`src/rtl/sm83_bus_pkg.sv`:
```
// Shared types and constants for the SM83 bus target: state encoding, HRAM window,
// open-bus value and address helpers.
package sm83_bus_pkg;

  typedef logic [7:0] byte_t;

  localparam logic [15:0] HRAM_BASE  = 16'hFF80;
  localparam logic [15:0] HRAM_LAST  = 16'hFFFE;
  localparam byte_t       OPEN_BUS   = 8'hFF;
  localparam int unsigned HRAM_DEPTH = 127;

  typedef enum logic [2:0] {
    ST_IDLE     = 3'd0,
    ST_HRAM     = 3'd1,
    ST_EXT_WAIT = 3'd2,
    ST_EXT_DONE = 3'd3,
    ST_BLOCKED  = 3'd4
  } bus_state_e;

  // Access captured at the T1 edge and held for the rest of the machine cycle.
  typedef struct packed {
    logic [15:0] addr;
    logic        is_read;
    byte_t       wdata;
  } bus_req_t;

  function automatic logic is_hram(input logic [15:0] addr);
    return (addr >= HRAM_BASE) && (addr <= HRAM_LAST);
  endfunction

  function automatic logic [6:0] hram_offset(input logic [15:0] addr);
    return 7'(addr - HRAM_BASE);
  endfunction

endpackage

```
`src/rtl/sm83_hram.sv`:
```
// 127x8 high RAM: synchronous write, registered read, addressed by offset from
// HRAM_BASE. Contents are deliberately not reset.
module sm83_hram
  import sm83_bus_pkg::*;
(
  input  logic       clk,
  input  logic       we_i,
  input  logic       re_i,
  input  logic [6:0] addr_i,
  input  byte_t      wdata_i,
  output byte_t      rdata_o
);

  byte_t mem_q [HRAM_DEPTH];
  byte_t rdata_q;

  // Array write port and read-data register.
  always_ff @(posedge clk) begin
    if (we_i) begin
      mem_q[addr_i] <= wdata_i;
    end
    if (re_i) begin
      rdata_q <= mem_q[addr_i];
    end
  end

  assign rdata_o = rdata_q;

endmodule

```
`src/rtl/sm83_bus_target.sv`:
```
// SM83 external-bus responder: tracks T1..T4, serves HRAM locally and forwards other
// accesses downstream with timeout. SM83_BUS_DMA_LOCK_EN blocks non-HRAM access during DMA.
module sm83_bus_target
  import sm83_bus_pkg::*;
(
  input  logic        clk,
  input  logic        reset,
  input  logic        t1_i,
  input  logic        t2_i,
  input  logic        t3_i,
  input  logic        t4_i,
  input  logic        cpu_rd_i,
  input  logic        cpu_wr_i,
  input  logic [15:0] cpu_addr_i,
  input  logic [7:0]  cpu_dout_i,
  output logic [7:0]  cpu_din_o,
  output logic        mem_req_o,
  output logic        mem_we_o,
  output logic [15:0] mem_addr_o,
  output logic [7:0]  mem_wdata_o,
  input  logic [7:0]  mem_rdata_i,
  input  logic        mem_ack_i,
  output logic        bus_timeout_o,
  input  logic        dma_active_i
);

  bus_state_e  state_q, state_d;
  bus_req_t    req_q, req_d;
  logic        mem_req_q, mem_req_d;
  logic        mem_we_q, mem_we_d;
  logic [15:0] mem_addr_q, mem_addr_d;
  byte_t       mem_wdata_q, mem_wdata_d;
  byte_t       latch_q, latch_d;
  logic        timeout_q, timeout_d;

  logic        hram_we_s;
  logic        hram_re_s;
  logic [6:0]  hram_addr_s;
  byte_t       hram_rdata_s;
  logic        cycle_start_s;
  logic        unused_phase_s;

  // T2/T3 are implied by the state sequence; only T1 and T4 edges are decision points.
  assign unused_phase_s = t2_i ^ t3_i;
  assign cycle_start_s  = t1_i && (cpu_rd_i || cpu_wr_i);

`ifndef SM83_BUS_DMA_LOCK_EN
  logic unused_dma_s;
  assign unused_dma_s = dma_active_i;
`endif

  sm83_hram u_hram (
    .clk     (clk),
    .we_i    (hram_we_s),
    .re_i    (hram_re_s),
    .addr_i  (hram_addr_s),
    .wdata_i (cpu_dout_i),
    .rdata_o (hram_rdata_s)
  );

  // Next-state, downstream request and read-latch logic.
  always_comb begin
    state_d     = state_q;
    req_d       = req_q;
    mem_req_d   = mem_req_q;
    mem_we_d    = mem_we_q;
    mem_addr_d  = mem_addr_q;
    mem_wdata_d = mem_wdata_q;
    timeout_d   = 1'b0;
    hram_we_s   = 1'b0;
    hram_re_s   = 1'b0;
    hram_addr_s = hram_offset(req_q.addr);
    if (t4_i) begin
      latch_d = OPEN_BUS;
    end else begin
      latch_d = latch_q;
    end

    case (state_q)
      ST_IDLE: begin
        if (cycle_start_s) begin
          req_d.addr    = cpu_addr_i;
          req_d.is_read = cpu_rd_i;
          req_d.wdata   = cpu_dout_i;
          if (is_hram(cpu_addr_i)) begin
            state_d     = ST_HRAM;
            hram_re_s   = cpu_rd_i;
            hram_addr_s = hram_offset(cpu_addr_i);
          end
`ifdef SM83_BUS_DMA_LOCK_EN
          else if (dma_active_i) begin
            state_d = ST_BLOCKED;
          end
`endif
          else begin
            state_d     = ST_EXT_WAIT;
            mem_req_d   = 1'b1;
            mem_we_d    = !cpu_rd_i;
            mem_addr_d  = cpu_addr_i;
            mem_wdata_d = cpu_dout_i;
          end
        end else begin
          state_d = ST_IDLE;
        end
      end
      ST_HRAM: begin
        if (t4_i) begin
          hram_we_s = !req_q.is_read;
          state_d   = ST_IDLE;
        end else begin
          state_d = ST_HRAM;
        end
      end
      ST_EXT_WAIT: begin
        // At T4 the cycle ends regardless; a same-cycle ack is forwarded combinationally.
        if (t4_i) begin
          state_d   = ST_IDLE;
          mem_req_d = 1'b0;
          mem_we_d  = 1'b0;
          timeout_d = !mem_ack_i;
        end else if (mem_ack_i) begin
          state_d   = ST_EXT_DONE;
          mem_req_d = 1'b0;
          mem_we_d  = 1'b0;
          if (req_q.is_read) begin
            latch_d = mem_rdata_i;
          end else begin
            latch_d = latch_q;
          end
        end else begin
          state_d = ST_EXT_WAIT;
        end
      end
      ST_EXT_DONE: begin
        if (t4_i) begin
          state_d = ST_IDLE;
        end else begin
          state_d = ST_EXT_DONE;
        end
      end
`ifdef SM83_BUS_DMA_LOCK_EN
      ST_BLOCKED: begin
        if (t4_i) begin
          state_d = ST_IDLE;
        end else begin
          state_d = ST_BLOCKED;
        end
      end
`endif
      default: begin
        state_d   = ST_IDLE;
        mem_req_d = 1'b0;
        mem_we_d  = 1'b0;
      end
    endcase
  end

  // State and output registers with synchronous reset; HRAM contents are untouched.
  always_ff @(posedge clk) begin
    if (reset) begin
      state_q     <= ST_IDLE;
      req_q       <= '0;
      mem_req_q   <= 1'b0;
      mem_we_q    <= 1'b0;
      mem_addr_q  <= 16'h0000;
      mem_wdata_q <= 8'h00;
      latch_q     <= OPEN_BUS;
      timeout_q   <= 1'b0;
    end else begin
      state_q     <= state_d;
      req_q       <= req_d;
      mem_req_q   <= mem_req_d;
      mem_we_q    <= mem_we_d;
      mem_addr_q  <= mem_addr_d;
      mem_wdata_q <= mem_wdata_d;
      latch_q     <= latch_d;
      timeout_q   <= timeout_d;
    end
  end

  // HRAM read data lives in the array's read register from T2 on.
  always_comb begin
    if ((state_q == ST_HRAM) && req_q.is_read) begin
      cpu_din_o = hram_rdata_s;
    end else if ((state_q == ST_EXT_WAIT) && req_q.is_read && t4_i && mem_ack_i) begin
      cpu_din_o = mem_rdata_i;
    end else begin
      cpu_din_o = latch_q;
    end
  end

  assign mem_req_o     = mem_req_q;
  assign mem_we_o      = mem_we_q;
  assign mem_addr_o    = mem_addr_q;
  assign mem_wdata_o   = mem_wdata_q;
  assign bus_timeout_o = timeout_q;

endmodule

```
`config.mk`:
```
export PLATFORM = sky130hd
export DESIGN_NAME = sm83_bus_target
export DESIGN_NICKNAME = d
export VERILOG_FILES = /design/src/rtl/sm83_bus_pkg.sv /design/src/rtl/sm83_hram.sv /design/src/rtl/sm83_bus_target.sv
export SDC_FILE = /design/constraint.sdc
export NUM_CORES = 1
export LEC_CHECK = 0
export ABC_CLOCK_PERIOD_IN_PS = 7200
export BUFFER_PORTS_ARGS = -buffer_cell sky130_fd_sc_hd__buf_4
export CAP_MARGIN = 20
export CORE_MARGIN = 8
export CORE_UTILIZATION = 41
export DETAILED_ROUTE_END_ITERATION = 12
export HOLD_SLACK_MARGIN = 0.15
export SLEW_MARGIN = 20
export SYNTH_ARGS = -nofsm -noshare
export SYNTH_HDL_FRONTEND = slang
export SYNTH_SLANG_ARGS = --single-unit
export TNS_END_PERCENT = 100
```
`constraint.sdc`:
```
create_clock -name clk -period 7.2 [get_ports clk]
set_input_delay 1.8 -clock clk [delete_from_list [all_inputs] [get_ports clk]]
set_output_delay 1.8 -clock clk [all_outputs]
set_load 0.02 [all_outputs]
```
==> summary.md <==
| Metric | Value |
|---|---|
| Largest net degree at the start of global routing | `100` |
| Tcrit/Tclk final | `0.749` |
| Top_reg_cell synth | `edfxtp_1` |
| R2R setup slack | `2.84 ns` |
| R2r endpoint | `u_hram.rdata_o[7]$_DFFE_PP_` |
| Post-route cell area | `49800 um^2` |
| Post-CTS setup buffer count | `0` |
| Ports | `77` |
| Routed via count | `26000` |
| Cts bufs inserted | `111` |
| Fmax | `185 MHz` |
| CP Capture Type | `flop` |
| Hold Path Class | `flop to flop` |
| Initial antenna violation count | `0` |
| CP startpoint kind | `input pin` |
| Max Clock Skew | `0.0243 ns` |
| Leakage | `0.0180 uW` |
| Peak supply drop | `0.193 mV` |
| Core ar. | `107000 um^2` |
| Final #Nets | `3036` |
| Mapped Nets | `2993` |
| Setup tns final | `0 ns` |
| CTS root buf | `clkbuf_16` |
| First-pass GRT wire length | `166000 um` |
| Min-delay src | `mem_addr_o[4]$_SDFFE_PP0P_` |
| Starting Density | `0.412` |
| Clk Latency, worst-skew pair | `0.69 ns` |
| Worst-margin pin slew | `1.10 ns` |
| Fin. Hold Viols | `0` |
| # setup viols final | `0` |
| Pre-Repair DR Iteration Count | `6` |
| Buffers on Ports | `73` |
| CP startpoint | `cpu_addr_i[9]` |
| Routed WL per cell | `25.1 um` |
| Crit Path Category | `input pin to flop` |
| H-tree Lvls | `3` |
| Post-CTS sizing | `0` |
| Setup crit end | `u_hram.rdata_o[7]$_DFFE_PP_` |
| Minimum clock period | `5.39 ns` |
| Overflow after GRT | `0` |
| Number of global-route vias before repair | `25600` |
| CTS Buffer Depth | `3` |
| Synth unique cells | `54` |
| Async S/R FF share, synth | `0` |
| Max incr delay on CP | `0.62 ns` |
| R2R depth | `10` |
| Dpl hpwl | `67600 um` |
| Final WL | `113000 um` |
| Max-cap violation count | `0` |
| Number of diodes | `0` |
| Post-synth EDFFs | `1024` |
| Drt drc | `0` |
| Rel. slew slack | `0.269` |
| Final Core Density | `0.467` |
| Area Overhead vs Synth | `13.4%` |
| TritonCTS clock tree | `built` |
| Die Y | `343 um` |
| Initial drt markers | `2840` |
| Critical Path, Cell by Cell | `buf_4, and3_1, o31a_2, buf_4, a21boi_4, nor2_4, buf_12, mux2i_1, o22ai_1, or3_1, a31oi_1, a2111oi_2` |
| Unrepaired setup endpoints after global routing | `false` |
| Mapped Cells | `2951` |
| Die Width | `343 um` |
| Sequential cell area fraction in the yosys report | `0.721` |
| GP Congestion | `0.826` |
| Worst endpoint required time | `7.60 ns` |
| Worst-path clk slew | `0.06 ns` |
| Seq cells post-synth | `1069` |
| Worst Path Arrival | `5.79 ns` |
| Final max-slew violation count | `0` |
| # clock sinks | `1069` |
| Most frequent cells in the layout | `edfxtp_1 (1024), mux2i_1 (401), o22ai_1 (191)` |
| Hold path cells | `2` |
| Slowest cell on crit path | `buf_4` |
| Status | `complete, no violations` |
| Via density | `5.79` |
| Most used cell, CP | `buf_4` |
| Total GRT Usage | `0.186` |
| Share of layout cells above drive strength 1 | `0.121` |
| Commonest non-fill, non-tap cell in the layout | `edfxtp_1` |
| PwrDens | `270 nW/um^2` |
| Cell Area, Synth | `43900 um^2` |
| Synth warnings | `0` |
| Hold Slack | `0.454 ns` |
| Crit path max fanout | `99` |
| Syn Area/Cell | `14.9 um^2` |
| Post-DRT Antenna Nets | `0` |
| # fillers | `9079` |
| Die Area | `118000 um^2` |
| Placed Area | `46000 um^2` |
| Reg-to-Reg Start | `state_q[1]$_SDFF_PP0_` |
| Row count | `120` |
| Hold Buf Count CTS | `0` |
metrics by stage:
| stage | std cells | power [uW] | setup slack [ns] |
|---|---|---|---|
| 3_3_place_gp | 4283 | 7740 | 1.24 |
| 3_5_place_dp | 4283 | 7760 | 1.24 |
| 4_1_cts | 4487 | 13500 | 1.95 |
| 5_1_grt | 4488 | 13800 | 1.72 |
| 2_1_floorplan | 2951 | 7410 | 2.39 |
| 6_report | 4488 | 13400 | 1.81 |
worst min path at each step:
stage                            endpoint  slack, ns
2_1_floorplan     latch_q[0]$_SDFFE_PP1P_       0.44
3_3_place_gp   mem_addr_o[8]$_SDFFE_PP0P_       0.45
3_5_place_dp   mem_addr_o[4]$_SDFFE_PP0P_       0.45
4_1_cts        mem_addr_o[4]$_SDFFE_PP0P_       0.46
5_1_grt        mem_addr_o[4]$_SDFFE_PP0P_       0.47
6_report       mem_addr_o[4]$_SDFFE_PP0P_       0.45
metal layers:
metal	wire, um	global-route usage	share of wire
met1	47700	0.255	0.42
met2	53400	0.302	0.47
met3	8580	0.0331	0.076
met4	3090	0.0587	0.027
met5	0	0	0
cell usage after synthesis, types with 2 or more instances:
master | n | share of area
and3_1 | 3 | 0.00043
a21boi_1 | 2 | 0.00034
a211oi_1 | 48 | 0.0082
o221ai_1 | 23 | 0.0046
nor3b_1 | 2 | 0.00034
o22a_1 | 2 | 0.00040
nand2b_1 | 100 | 0.014
o211a_1 | 7 | 0.0016
o22ai_1 | 191 | 0.027
o21bai_1 | 7 | 0.0012
a311oi_1 | 48 | 0.0096
a31oi_1 | 20 | 0.0029
buf_1 | 16 | 0.0014
edfxtp_1 | 1024 | 0.70
a21oi_1 | 152 | 0.017
o21ai_1 | 4 | 0.00046
mux2_2 | 2 | 0.00051
and2_1 | 3 | 0.00043
mux2i_1 | 401 | 0.091
o21ai_0 | 61 | 0.0070
o211ai_1 | 9 | 0.0015
inv_1 | 3 | 0.00026
nand2_1 | 158 | 0.014
or3_1 | 34 | 0.0048
buf_4 | 27 | 0.0046
a22o_1 | 8 | 0.0016
nand3_1 | 81 | 0.0092
nor4_1 | 26 | 0.0037
a2111oi_2 | 8 | 0.0027
nor3_1 | 41 | 0.0047
nand3b_1 | 6 | 0.0010
or2_2 | 12 | 0.0017
o21ba_2 | 16 | 0.0037
o21a_1 | 3 | 0.00051
o31a_1 | 9 | 0.0018
buf_6 | 3 | 0.00077
nor2_1 | 149 | 0.013
clkbuf_1 | 150 | 0.013
buf_2 | 25 | 0.0029
and4_1 | 2 | 0.00040
or4_1 | 8 | 0.0014
dfxtp_1 | 45 | 0.021
where the power goes:
group | total, uW | switching, uW | leakage [uW] | internal, uW
Combinational | 792 | 535 | 0.00659 | 257
Clock | 5790 | 2320 | 0.00184 | 3470
Sequential | 6830 | 10.4 | 0.00957 | 6820
area by class of cell:
| cell class | instances | area (um^2) | area share |
|---|---|---|---|
| inverters | 3 | 11.3 | 0.000226 |
| flip-flops and latches | 1069 | 31700 | 0.636 |
| multi-input cells | 1658 | 11300 | 0.228 |
| repair buffers | 151 | 1300 | 0.0260 |
| well taps | 1403 | 1760 | 0.0353 |
| clock inverters | 58 | 589 | 0.0118 |
| clock buffers | 146 | 3130 | 0.0629 |
state kept, by name, summed over array words and instances (netlist names):
register	count
req_q	8
u_hram.rdata_o	8
u_hram.mem_q	1016
state_q	2
mem_req_o	1
mem_wdata_o	8
bus_timeout_o	1
latch_q	8
mem_addr_o	16
mem_we_o	1
critical path: cells and delay by family:
kind	cells	cell delay (ns)
compound gates	5	0.98
buf+inv	3	1.23
mux	1	0.29
simple gates	3	1.30
cell families (layout without fill, tap and decap cells):
| family | Yosys count | in the layout | share of synthesized area |
|---|---|---|---|
| AO/OA/AOI/OAI | 622 | 622 | 0.0935 |
| flip-flops | 1069 | 1069 | 0.721 |
| multiplexers | 403 | 403 | 0.0920 |
| AND/OR/NAND/NOR | 633 | 633 | 0.0704 |
| buffers and inverters | 224 | 358 | 0.0227 |
Note: power is estimated with default switching activity, not from simulation.
